<file path="src/rtl/csa_final_adder_pipe_if.sv">
`default_nettype none
// ============================================================================
// Module      : csa_final_adder_pipe_if
// Description : Upstream (S, C) and downstream (sum, cout) valid/ready
//               streams of the segmented carry-propagate adder.
// Revision    : 1.0 - initial release
// ============================================================================
interface csa_final_adder_pipe_if #(
    parameter int BIT_LEN = 16
);
    logic               in_valid;
    logic               in_ready;
    logic [BIT_LEN-1:0] S;
    logic [BIT_LEN-1:0] C;
    logic               out_valid;
    logic               out_ready;
    logic [BIT_LEN-1:0] sum;
    logic               cout;

    modport master (
        output in_valid, S, C, out_ready,
        input  in_ready, out_valid, sum, cout
    );

    modport slave (
        input  in_valid, S, C, out_ready,
        output in_ready, out_valid, sum, cout
    );
endinterface
`default_nettype wire

</file>
<file path="src/rtl/csa_final_adder_pipe.sv">
`default_nettype none
// ============================================================================
// Module      : csa_final_adder_pipe
// Description : Resolves a redundant (S, C) pair into S+C, one SEG_LEN-bit
//               carry segment per pipeline stage, with bubble-collapsing flow.
// Revision    : 1.0 - initial release
// ============================================================================
module csa_final_adder_pipe #(
    parameter int BIT_LEN = 16,
    parameter int SEG_LEN = 4
) (
    input  wire logic                 clk,
    input  wire logic                 rst_n,
    csa_final_adder_pipe_if.slave     bus,
    output logic                      busy
);

    localparam int NUM_SEGS = BIT_LEN / SEG_LEN;
    // The last stage has no unresolved C bits left to carry.
    localparam int CV_DEPTH = (NUM_SEGS > 1) ? NUM_SEGS - 1 : 1;

    logic [NUM_SEGS-1:0] w_valid;
    logic [NUM_SEGS-1:0] w_cry;
    logic [NUM_SEGS-1:0] w_adv;
    logic [BIT_LEN-1:0]  w_acc [NUM_SEGS];
    logic [BIT_LEN-1:0]  w_cv  [CV_DEPTH];

    // Advance chain runs from the output back toward the input so an empty
    // stage always accepts, whatever is stalled further down.
    always_comb begin
        w_adv                = '0;
        w_adv[NUM_SEGS-1]    = bus.out_ready | ~w_valid[NUM_SEGS-1];
        for (int k = NUM_SEGS - 2; k >= 0; k--) begin
            w_adv[k] = ~w_valid[k] | w_adv[k+1];
        end
    end

    for (genvar j = 0; j < NUM_SEGS; j++) begin : g_stage
        logic [SEG_LEN-1:0] w_a;
        logic [SEG_LEN-1:0] w_b;
        logic               w_cin;
        logic               w_vin;
        logic [SEG_LEN:0]   w_seg;
        logic [BIT_LEN-1:0] w_acc_in;
        logic [BIT_LEN-1:0] w_acc_nxt;
        logic               r_vld;
        logic               r_cry;
        logic [BIT_LEN-1:0] r_acc;

        if (j == 0) begin : g_head
            assign w_vin    = bus.in_valid;
            assign w_acc_in = bus.S;
            assign w_a      = bus.S[SEG_LEN-1:0];
            assign w_b      = bus.C[SEG_LEN-1:0];
            assign w_cin    = 1'b0;
        end else begin : g_body
            assign w_vin    = w_valid[j-1];
            assign w_acc_in = w_acc[j-1];
            assign w_a      = w_acc[j-1][j*SEG_LEN +: SEG_LEN];
            assign w_b      = w_cv[j-1][j*SEG_LEN +: SEG_LEN];
            assign w_cin    = w_cry[j-1];
        end

        assign w_seg = {1'b0, w_a} + {1'b0, w_b} + {{SEG_LEN{1'b0}}, w_cin};

        // r_acc holds resolved low segments and still-raw S bits above them.
        always_comb begin
            w_acc_nxt                           = w_acc_in;
            w_acc_nxt[j*SEG_LEN +: SEG_LEN]     = w_seg[SEG_LEN-1:0];
        end

        always_ff @(posedge clk or negedge rst_n) begin
            if (!rst_n) begin
                r_vld <= 1'b0;
                r_cry <= 1'b0;
                r_acc <= '0;
            end else if (w_adv[j]) begin
                r_vld <= w_vin;
                r_cry <= w_seg[SEG_LEN];
                r_acc <= w_acc_nxt;
            end
        end

        assign w_valid[j] = r_vld;
        assign w_cry[j]   = r_cry;
        assign w_acc[j]   = r_acc;

        if (j < NUM_SEGS - 1) begin : g_cvec
            logic [BIT_LEN-1:0] w_cv_in;
            logic [BIT_LEN-1:0] r_cv;

            if (j == 0) begin : g_cv_head
                assign w_cv_in = bus.C;
            end else begin : g_cv_body
                assign w_cv_in = w_cv[j-1];
            end

            always_ff @(posedge clk or negedge rst_n) begin
                if (!rst_n) begin
                    r_cv <= '0;
                end else if (w_adv[j]) begin
                    r_cv <= w_cv_in;
                end
            end

            assign w_cv[j] = r_cv;
        end
    end

    if (NUM_SEGS == 1) begin : g_no_cv
        assign w_cv[0] = '0;
    end

    assign bus.in_ready  = w_adv[0];
    assign bus.out_valid = w_valid[NUM_SEGS-1];
    assign bus.sum       = w_acc[NUM_SEGS-1];
    assign bus.cout      = w_cry[NUM_SEGS-1];
    assign busy          = |w_valid;

endmodule
`default_nettype wire

</file>
<file path="src/flat_wrapper.sv">
// flat-port wrapper written by rule: the top's interface ports become plain ports
module csa_final_adder_pipe_flat 
#(
    parameter int BIT_LEN = 16,
    parameter int SEG_LEN = 4
)
  (clk, rst_n, busy, bus_in_valid, bus_S, bus_C, bus_out_ready, bus_in_ready, bus_out_valid, bus_sum, bus_cout);
  csa_final_adder_pipe_if #(.BIT_LEN(BIT_LEN)) bus_i ();
  input  wire logic clk;
  input  wire logic rst_n;
  output logic busy;
  input wire logic [$bits(bus_i.in_valid)-1:0] bus_in_valid;
  input wire logic [$bits(bus_i.S)-1:0] bus_S;
  input wire logic [$bits(bus_i.C)-1:0] bus_C;
  input wire logic [$bits(bus_i.out_ready)-1:0] bus_out_ready;
  output wire logic [$bits(bus_i.in_ready)-1:0] bus_in_ready;
  output wire logic [$bits(bus_i.out_valid)-1:0] bus_out_valid;
  output wire logic [$bits(bus_i.sum)-1:0] bus_sum;
  output wire logic [$bits(bus_i.cout)-1:0] bus_cout;
  assign bus_i.in_valid = bus_in_valid;
  assign bus_i.S = bus_S;
  assign bus_i.C = bus_C;
  assign bus_i.out_ready = bus_out_ready;
  assign bus_in_ready = bus_i.in_ready;
  assign bus_out_valid = bus_i.out_valid;
  assign bus_sum = bus_i.sum;
  assign bus_cout = bus_i.cout;
  csa_final_adder_pipe #(.BIT_LEN(BIT_LEN), .SEG_LEN(SEG_LEN)) u_core (.clk(clk), .rst_n(rst_n), .bus(bus_i), .busy(busy));
endmodule
</file>
<file path="config.mk">
export PLATFORM = sky130hd
export DESIGN_NAME = csa_final_adder_pipe_flat
export DESIGN_NICKNAME = d
export VERILOG_FILES = /design/src/rtl/csa_final_adder_pipe_if.sv /design/src/rtl/csa_final_adder_pipe.sv /design/src/flat_wrapper.sv
export SDC_FILE = /design/constraint.sdc
export NUM_CORES = 1
export LEC_CHECK = 0
export BUFFER_PORTS_ARGS = -buffer_cell sky130_fd_sc_hd__buf_2
export CELL_PAD_IN_SITES_DETAIL_PLACEMENT = 1
export CELL_PAD_IN_SITES_GLOBAL_PLACEMENT = 2
export CORE_UTILIZATION = 37
export DETAILED_ROUTE_END_ITERATION = 12
export PLACE_DENSITY = 0.85
export SYNTH_ARGS = -nofsm -noshare
export SYNTH_HDL_FRONTEND = slang
export SYNTH_SLANG_ARGS = --single-unit
</file>
<file path="constraint.sdc">
create_clock -name clk -period 1.9 [get_ports clk]
set_clock_uncertainty 0.1 [all_clocks]
set_input_delay 0.38 -clock clk [delete_from_list [all_inputs] [get_ports clk]]
set_output_delay 0.38 -clock clk [all_outputs]
set_load 0.01 [all_outputs]
</file>
==> impl_metrics.py, run 1 <==
metrics = {
    "outcome": {
        "outcome": "finished, violations left",
        "violations": "setup timing",
    },
    "die": {
        "die_h_um": 109,
        "initial_core_util_pct": 38.5,
        "ios": 56,
        "die-area_mm2": 0.0118,
        "fp.dieW_um": 109,
        "placeableCoreArea_mm2": 0.0110,
        "rows": 38,
    },
    "synth": {
        "avgSynthCellArea_um2": 10.6,
        "synthTopCellsByArea": "dfrtp_1, nand2_1, mux2_4",
        "synth_cell_types": 32,
        "syn_area_mm2": 0.00422,
        "netlist_instances": 399,
        "synth_async_sr_flop_share_pct": 100,
        "synth_seq_area_share_pct": 56.9,
        "yosys.area.top_type_share_pct": 56.9,
        "synth_edf_count": 0,
        "syn-num-nets": 455,
        "synth_area_leader_cell": "dfrtp_1",
        "yosysWarnings": 0,
        "ys_ff_latch": 96,
        "ys.flop_type": "dfrtp_1",
    },
    "final_layout": {
        "layout_commonest_cell": "nand2_1",
        "seq_area_mm2": 0.00240,
        "antenna_cells": 0,
        "fillers": 1239,
        "multi_input_area_mm2": 0.00168,
        "mostFrequentLayoutCells": "nand2_1, dfrtp_1, buf_2, inv_1, mux2_4",
        "final_util_pct": 46.8,
        "drive_gt1_share_pct": 23.9,
        "areaGrowthSynthToFinish_pct": 21.7,
        "num-nets-final": 524,
    },
    "worst_setup_path": {
        "rrSetupSlack_ns": 0.15,
        "r2r_cells": 6,
        "cp-startpoint": "u_core.bus.out_valid",
        "rr_startpoint": "u_core.g_stage[0].r_cry",
        "rr_endpoint": "u_core.g_stage[1].r_cry",
        "worst_setup_path_start_kind": "flip-flop",
        "setup.worst_path.end_class": "output port",
        "cp_max_fo": 2,
        "endpoint": "busy",
        "required_ns": 1.42,
        "cp_data_arrival_time_ns": 1.45,
        "critPathKind": "reg2out",
    },
    "hold_path": {
        "worstHoldPathType": "in2reg",
    },
    "timing": {
        "drv_slew": 0,
        "period_share_pct": 101,
        "min_period_ns": 1.93,
        "whs_ns": 0.146,
        "relSlewSlack_pct": 71.3,
        "hold_viol": 0,
        "max_freq_ghz": 0.519,
        "rsz0062_at_grt": "yes",
        "worst_slack_ns": -0.0257,
        "worstMarginPinSlew_ns": 0.431,
        "finalSetupTns_ns": -0.0257,
        "finalSetupViolations": 1,
    },
    "drt": {
        "remaining_drc_errors": 0,
        "drtIter0Drc": 101,
        "avgRoutedWirePerCell_um": 14.3,
        "drtAntennaViolNets": 0,
        "num_vias": 2887,
        "drt_pass1_iterations": 4,
        "detail_route.vias_per_cell": 4.71,
        "wirelength_mm": 8.79,
    },
    "cts": {
        "cts_tree": "yes",
        "path_clk_slew_ns": 0.07,
        "numCtsBuffers": 9,
        "cts.path.max_buffers": 2,
        "cts_root_buffer": "clkbuf_16",
        "cts.sinks": 96,
        "insertion_delay_ns": 0.34,
        "htree_num_levels": 3,
    },
    "global_route": {
        "grt_pass1_wl_mm": 15.1,
        "grt_overflow": 0,
        "track_usage_pct": 16.7,
        "grt_start_max_net_pins": 47,
        "antenna_found_initial": 0,
        "grt_pass1_vias": 3092,
    },
    "placed_design": {
        "port_buffers": 55,
        "gp_congestion": 0.729,
        "dpl.hpwl_mm": 6.16,
    },
    "power": {
        "p_per_area_mw_per_mm2": 1230,
        "power_mw": 6.33,
        "vdd_drop_max_uv": 502,
        "leakage_nw": 2.65,
    },
    "flow_run": {
        "drv_cap": 0,
    },
}
## cell type report
| cell class | instances | share of cell area [%] |
|---|---|---|
| Clock buffer | 9 | 4.38 |
| Clock inverter | 7 | 2.46 |
| Inverter | 20 | 1.46 |
| Multi-Input combinational cell | 268 | 32.6 |
| Sequential cell | 96 | 46.8 |
| Tap cell | 140 | 3.41 |
| Timing Repair Buffer | 73 | 8.93 |
## cells by family after synthesis
| family | after synthesis | synth area share (%) |
|---|---|---|
| AND/OR/NAND/NOR | 186 | 18.4 |
| buffers and inverters | 35 | 3.70 |
| adder cells (fa/ha/maj) | 20 | 7.17 |
| flip-flops | 96 | 56.9 |
| AO/OA/AOI/OAI | 31 | 4.12 |
| XOR/XNOR | 4 | 0.830 |
| multiplexers | 27 | 8.95 |
## worst min path at each step
| stage | start | end | slack, ns | depth (start not counted) |
|---|---|---|---|---|
| after floorplan | rst_n | u_core.bus.cout | -0.02 | 0 |
| final | bus_in_valid | u_core.g_stage[0].r_vld | 0.15 | 2 |
| after global routing | bus_in_valid | u_core.g_stage[0].r_vld | 0.14 | 2 |
| after global placement | rst_n | u_core.g_stage[0].r_acc[4] | 0.21 | 1 |
| after CTS | bus_in_valid | u_core.g_stage[0].r_vld | 0.13 | 2 |
| after detailed placement | rst_n | u_core.g_stage[0].r_acc[4] | 0.21 | 1 |
## routing by layer
metal / track usage [%] / up-vias / share of wire [%]
met5: 0 / - / 0
met2: 26.0 / 46 / 47
met1: 23.3 / 1406 / 49
li1: - / 1424 / -
met3: 2.75 / 11 / 2.9
met4: 6.66 / 0 / 1.7
## sequential cells by signal, summed over array words and instances (netlist names)
register / count
u_core.g_stage.r_cry: 3
u_core.bus.out_valid: 1
u_core.bus.sum: 16
u_core.g_stage.r_vld: 3
u_core.g_stage.g_cvec.r_cv: 24
u_core.g_stage.r_acc: 48
u_core.bus.cout: 1
## where the power goes
part,leakage [nW],internal [mW],switching (mW)
registers,1.13,2.53,0.289
logic,1.35,0.635,0.765
clock network,0.169,1.30,0.805
total,2.65,4.47,1.86
## cells in the mapped netlist (2+ instances only)
cell type	count
nand3_1	3
buf_2	2
inv_1	20
nor2b_1	6
nand2_1	143
a21oi_1	14
ha_1	13
nand2b_1	4
buf_6	3
clkbuf_1	10
nand3b_1	2
nor2_1	16
fa_1	7
mux2_4	20
or4_1	2
a211oi_1	3
xor2_1	3
nor3_1	4
o21ai_0	10
mux2_1	6
and4_1	2
dfrtp_1	96
## metrics by stage
stage	setup WS (ns)	instance area, um^2	cells
after floorplan	0.241	4220	399
after global placement	0.175	4710	589
after detailed placement	0.0820	4710	589
after CTS	-0.0338	5110	609
after global routing	-0.0526	5140	613
final	-0.0257	5140	613
## critical path: stages, from the launching register on
cell and delay (ns):
dfrtp_2 0.43, or4_4 0.54, buf_6 0.14
## timing repair
action / 4_1_cts / 5_1_grt
resized for setup: 4 / 1
endpoints found under the hold margin: 24 / 0
buffers inserted: 3 / 4
pin swaps: 2 / 1
endpoints found under the setup margin: 2 / 3
hold buffers: 1 / 0
(Power assumes the default switching activity.)
==> run 2, diff against run 1 <==
- ABC_AREA: default -> 1
- CORE_UTILIZATION: 37 -> 35
==> run 2 against run 1 <==
  * Design area down 4.4%
  * Critical path type is now reg2reg
  * Setup slack improved by 0.18 ns
  * Largest power group unchanged
  * Cell count up 8.6%
  * The run now ends clean
  * Highest routed layer unchanged
  * Power fell by 7.7%
  * Fmax is 10% higher
==> impl_metrics.py, run 2 <==
metrics = {
    "power": {
        "p_per_area_mw_per_mm2": 1190,
        "vdd_drop_max_uv": 463,
        "leakage_nw": 2.61,
    },
    "synth": {
        "yosysWarnings": 0,
        "netlist_top_cells_count": "nand2_1, dfrtp_1, o21ai_0",
        "synth_cell_types": 21,
        "synth.most_common_cell": "nand2_1",
        "synth_xor_xnor_area_share_pct": 0.633,
        "synth_area_leader_cell": "dfrtp_1",
        "netlist_instances": 456,
        "ys.flop_type": "dfrtp_1",
        "synthTopCellsByArea": "dfrtp_1, nand2_1, o21ai_0",
        "synth_async_sr_flop_share_pct": 100,
        "synth_seq_area_share_pct": 57.9,
        "synth_mux_area_share_pct": 0,
        "yosys.area_share.simple_pct": 21.1,
        "synthAdderAreaFrac_pct": 7.30,
        "syn-num-nets": 512,
        "syn_area_mm2": 0.00415,
        "synth_top_family_by_area": "simple AND/OR/NAND/NOR gates",
        "yosys.area.top_type_share_pct": 57.9,
        "synth_edf_count": 0,
        "synth_compound_area_share_pct": 7.00,
        "ys_ff_latch": 96,
        "avgSynthCellArea_um2": 9.10,
    },
    "timing": {
        "finalSetupViolations": 0,
        "drv_slew": 0,
        "min_period_ns": 1.75,
        "max_freq_ghz": 0.572,
        "whs_ns": 0.135,
        "rsz0062_at_grt": "no",
        "hold_viol": 0,
        "period_share_pct": 92.1,
        "worstMarginPinSlew_ns": 0.476,
        "finalSetupTns_ns": 0,
        "relSlewSlack_pct": 68.2,
    },
    "worst_setup_path": {
        "cp_data_arrival_time_ns": 1.91,
        "cp.buffers_inverters": 1,
        "r2r_cells": 5,
        "cpPeakStageDelay_ns": 0.45,
        "critPathSlowestCell": "fa_1",
        "worst_setup_path_start_kind": "flip-flop",
        "path_depth": 5,
        "critPathKind": "reg2reg",
        "required_ns": 2.06,
        "crit_family": "adder cells",
        "cp_max_fo": 2,
        "crit_top_cell": "fa_1",
        "crit_chain": "inv_1, fa_1, fa_1, xor2_1, o21ai_0",
        "setup.worst_path.end_class": "flip-flop",
    },
    "global_route": {
        "grt_overflow": 0,
        "antenna_found_initial": 0,
        "grt_start_max_net_pins": 32,
        "grt_pass1_wl_mm": 15.8,
        "track_usage_pct": 16.1,
        "grt_pass1_vias": 3303,
    },
    "die": {
        "placeableCoreArea_mm2": 0.0115,
        "rows": 39,
        "fp.dieW_um": 111,
        "ios": 56,
        "die-area_mm2": 0.0123,
        "die_h_um": 111,
        "initial_core_util_pct": 36.2,
    },
    "drt": {
        "avgRoutedWirePerCell_um": 13.2,
        "detail_route.vias_per_cell": 4.63,
        "drtIter0Drc": 146,
        "remaining_drc_errors": 0,
        "drt_pass1_iterations": 4,
        "drtAntennaViolNets": 0,
        "num_vias": 3085,
        "wirelength_mm": 8.76,
    },
    "placed_design": {
        "dpl.hpwl_mm": 6.44,
        "gp_congestion": 0.796,
        "port_buffers": 55,
        "placed_area_mm2": 0.00462,
    },
    "final_layout": {
        "drive_gt1_share_pct": 17.6,
        "largest_reg_flops": 48,
        "fin_area_mm2": 0.00492,
        "layout_commonest_cell": "nand2_1",
        "fillers": 1342,
        "largest-register": "u_core.g_stage.r_acc",
        "areaGrowthSynthToFinish_pct": 18.5,
        "num-nets-final": 574,
        "antenna_cells": 0,
        "mostFrequentLayoutCells": "nand2_1, dfrtp_1, buf_2, o21ai_0, inv_1",
    },
    "cts": {
        "htree_num_levels": 3,
        "ctsResizeCount": 0,
        "cts_tree": "yes",
        "insertion_delay_ns": 0.34,
        "cts_root_buffer": "clkbuf_16",
        "cts.sinks": 96,
        "cts.path.max_buffers": 2,
        "numCtsBuffers": 9,
        "path_clk_slew_ns": 0.07,
    },
    "outcome": {
        "outcome": "complete, no violations",
    },
    "flow_run": {
        "drv_cap": 0,
    },
    "hold_path": {
        "worstHoldPathType": "in2reg",
        "holdPathStages": 3,
    },
}
[run 2: cell families (layout without fill, tap and decap cells)]
logic type	count (synthesis)	after routing
AND/OR/NAND/NOR	217	217
flip-flops	96	96
buffers and inverters	62	129
AO/OA/AOI/OAI	58	58
adder cells (fa/ha/maj)	20	20
XOR/XNOR	3	3
[run 2: worst paths after layout]
path	from	end	slack [ns]
worst max-delay path	u_core.g_stage[0].g_cvec.r_cv[4]	u_core.g_stage[1].r_acc[6]	0.15
worst min-delay path	bus_C[12]	u_core.g_stage[0].g_cvec.r_cv[12]	0.13
max in group asynchronous	rst_n	u_core.bus.sum[8]	0.74
worst max register to register	u_core.g_stage[0].g_cvec.r_cv[4]	u_core.g_stage[1].r_acc[6]	0.15
worst min register to register	u_core.bus.sum[2]	u_core.bus.sum[2]	0.36
min in group asynchronous	rst_n	u_core.bus.sum[9]	0.42
[run 2: worst min-delay path: cells and delay by family]
kind	cells	cell delay (ns)
buffers and inverters	1	0.07
AND/OR/NAND/NOR	2	0.09
[run 2: where the power goes]
part / switching, mW / internal [mW]
clock: 0.765 / 0.914
combinational: 0.816 / 0.540
sequential: 0.269 / 2.54
total: 1.85 / 3.99
[run 2: area by class of cell]
class | instances | area, um^2 | share of cell area (%)
Clock inverter | 6 | 35.0 | 0.713
Multi-Input combinational cell | 298 | 1490 | 30.4
Inverter | 46 | 173 | 3.51
Sequential cell | 96 | 2400 | 48.9
Timing Repair Buffer | 67 | 395 | 8.04
Tap cell | 143 | 179 | 3.64
Clock buffer | 10 | 239 | 4.86
[run 2: metrics by stage]
| step | utilization [%] | setup WS [ns] | power [mW] | cells |
|---|---|---|---|---|
| after floorplan | - | 0.254 | 3.68 | 456 |
| after global placement | 40.3 | 0.206 | 4.15 | 648 |
| after detailed placement | 40.3 | 0.140 | 4.24 | 648 |
| after CTS | 42.8 | 0.0607 | 5.95 | 665 |
| after global routing | 42.9 | 0.0132 | 6.29 | 666 |
| final | 42.9 | 0.150 | 5.85 | 666 |
[run 2: repair_timing]
action	CTS	global route
setup endpoints to repair	0	1
hold buffers	1	0
buffers inserted	0	1
hold endpoints to repair	27	0
[run 2: metal layers]
layer / global-route usage, % / routed length (um) / vias to the layer above
met4: 5.60 / 131 / 0
met1: 21.4 / 4310 / 1495
met3: 3.23 / 271 / 10
met2: 26.2 / 4050 / 45
li1: - / - / 1535
met5: 0 / 0 / -
==> run 3, diff against run 2 <==
- CELL_PAD_IN_SITES_DETAIL_PLACEMENT: 1 -> default
- CELL_PAD_IN_SITES_GLOBAL_PLACEMENT: 2 -> default
- CORE_UTILIZATION: 35 -> 40
- PLACE_DENSITY: 0.85 -> 0.65
==> run 3 against run 2 <==
  * Register-to-register slack worse by 0.02 ns
  * Fmax is 0.99% lower
  * Sequential power hardly changed
  * Combinational power is 4% lower
  * Sequential share of layout area is 1.2 points higher
  * Via count is 3.4% lower
  * Non-clock buffer count is 4 lower
  * Design area is 2.5% lower
  * Hold slack worse by 0.036 ns
  * Clock-buffer cell count stayed put
  * Clock power is 19% lower
  * Utilization is 5.5 points higher
  * Largest cell class unchanged
  * Largest power group unchanged
==> impl_metrics.py, run 3 (synthesis results as in run 2) <==
metrics = {
    "drt": {
        "drt_pass1_iterations": 4,
        "avgRoutedWirePerCell_um": 11.6,
        "drtIter0Drc": 117,
        "num_vias": 2979,
        "wl_met2_mm": 3.47,
        "detail_route.vias_per_cell": 4.57,
        "remaining_drc_errors": 0,
        "wl_met1_mm": 3.68,
        "wl_met3_um": 257,
        "top_layer_used": "met4",
        "wirelength_mm": 7.56,
        "drtAntennaViolNets": 0,
    },
    "power": {
        "internal_power_mw": 3.71,
        "vdd_drop_max_uv": 401,
        "power_mw": 5.48,
        "switching_share_pct": 32.3,
        "p_seq_share_pct": 51.3,
        "power_frac_comb_pct": 23.9,
        "p_switching_mw": 1.77,
        "p_per_area_mw_per_mm2": 1140,
        "leakage_nw": 2.56,
        "clkPwrFrac_pct": 24.8,
    },
    "worst_setup_path": {
        "cpPeakStageDelay_ns": 0.46,
        "setup.worst_path.end_class": "flip-flop",
        "crit_top_cell": "fa_1",
        "rr_startpoint": "u_core.g_stage[0].g_cvec.r_cv[4]",
        "critPathKind": "reg2reg",
        "worst_setup_path_start_kind": "flip-flop",
        "crit_family": "adder cells",
        "crit_chain": "inv_1, fa_1, fa_1, xor2_1, o21ai_0",
        "cp_data_arrival_time_ns": 1.95,
        "cp_max_fo": 2,
        "rrSetupSlack_ns": 0.13,
        "cp-startpoint": "u_core.g_stage[0].g_cvec.r_cv[4]",
        "cp.buffers_inverters": 1,
        "rr_endpoint": "u_core.g_stage[1].r_acc[6]",
        "path_depth": 5,
        "critPathSlowestCell": "fa_1",
        "endpoint": "u_core.g_stage[1].r_acc[6]",
        "required_ns": 2.09,
        "r2r_cells": 5,
    },
    "cts": {
        "htree_num_levels": 3,
        "ctsResizeCount": 0,
        "cts.sinks": 96,
        "cts.path.max_buffers": 2,
        "insertion_delay_ns": 0.36,
        "path_clk_slew_ns": 0.09,
        "numCtsBuffers": 9,
        "cts_root_buffer": "clkbuf_8",
        "cts_tree": "yes",
    },
    "global_route": {
        "grt_pass1_vias": 2875,
        "grt_overflow": 0,
        "grt_pass1_wl_mm": 13.3,
        "grt_start_max_net_pins": 97,
        "track_usage_pct": 15.5,
        "antenna_found_initial": 0,
    },
    "placed_design": {
        "port_buffers": 55,
        "dpl_worst_slack_ns": 0.131,
        "place_inst": 635,
        "dpl.hpwl_mm": 5.34,
        "gp_congestion": 0.774,
    },
    "timing": {
        "hold_viol": 0,
        "finalSetupViolations": 0,
        "max_freq_ghz": 0.566,
        "min_period_ns": 1.77,
        "drv_slew": 0,
        "whs_ns": 0.0991,
        "finalSetupTns_ns": 0,
        "worstMarginPinSlew_ns": 0.539,
        "period_share_pct": 93.0,
        "worst_slack_ns": 0.133,
        "rsz0062_at_grt": "no",
        "relSlewSlack_pct": 64.1,
    },
    "final_layout": {
        "drive_gt1_share_pct": 17.0,
        "areaGrowthSynthToFinish_pct": 15.6,
        "largest_reg_flops": 48,
        "layout_commonest_cell": "nand2_1",
        "stdcell_count": 652,
        "num-nets-final": 570,
        "mostFrequentLayoutCells": "nand2_1, dfrtp_1, buf_2, o21ai_0, inv_1",
        "antenna_cells": 0,
        "largest-register": "u_core.g_stage.r_acc",
    },
    "die": {
        "fp.dieW_um": 104,
        "ios": 56,
        "initial_core_util_pct": 41.9,
        "placeableCoreArea_mm2": 0.00991,
        "die_h_um": 104,
        "die-area_mm2": 0.0108,
        "rows": 36,
    },
    "outcome": {
        "outcome": "complete, no violations",
    },
    "hold_path": {
        "worstHoldPathType": "in2reg",
    },
    "flow_run": {
        "drv_cap": 0,
    },
}
==> run 3: what timing repair did <==
item | CTS | global route
buffers inserted | 0 | 0
endpoints found under the hold margin | 96 | 0
hold buffers | 1 | 0
==> run 3: area by class of cell <==
cell class | instances | area [um^2]
flip-flops and latches | 96 | 2400
repair buffers | 63 | 353
clock inverters | 6 | 68.8
clock buffers | 10 | 138
fillers | 995 | 5120
inverters | 46 | 173
multi-input cells | 298 | 1490
well taps | 133 | 166
==> run 3: power groups by stage <==
stage	logic (mW)	clock network [mW]	registers, mW
floorplan	0.824	0	2.85
finish	1.31	1.36	2.81
global route	1.53	1.49	2.87
detailed placement	1.33	0	2.85
CTS	1.34	1.40	2.82
global placement	1.29	0	2.83
==> run 3: worst min-delay path by stage <==
stage	from	to	slack (ns)	cells after the start
after floorplan	rst_n	u_core.bus.cout	-0.02	0
after global placement	u_core.bus.sum[1]	u_core.bus.sum[1]	0.36	2
after detailed placement	u_core.bus.sum[0]	u_core.bus.sum[0]	0.35	2
after CTS	bus_in_valid	u_core.g_stage[0].r_vld	0.08	2
after global routing	bus_in_valid	u_core.g_stage[0].r_vld	0.08	2
final	bus_in_valid	u_core.g_stage[0].r_vld	0.1	2
==> run 3: layer usage <==
layer	global-route usage [%]	vias to the layer above
li1	-	1524
met1	20.4	1388
met2	24.4	55
met3	3.65	12
met4	6.53	0
met5	0	-
==> run 3: stage by stage <==
step	cell area [um^2]	util (%)
3_3_place_gp	4580	46.2
3_5_place_dp	4580	46.2
4_1_cts	4790	48.4
2_1_floorplan	4150	-
6_report	4790	48.4
5_1_grt	4790	48.4
==> run 3: worst register-to-register path, stage by stage (launching register included) <==
cell and delay [ns]:
dfrtp_1 0.34, inv_1 0.07, fa_1 0.46, fa_1 0.40, xor2_1 0.16, o21ai_0 0.17
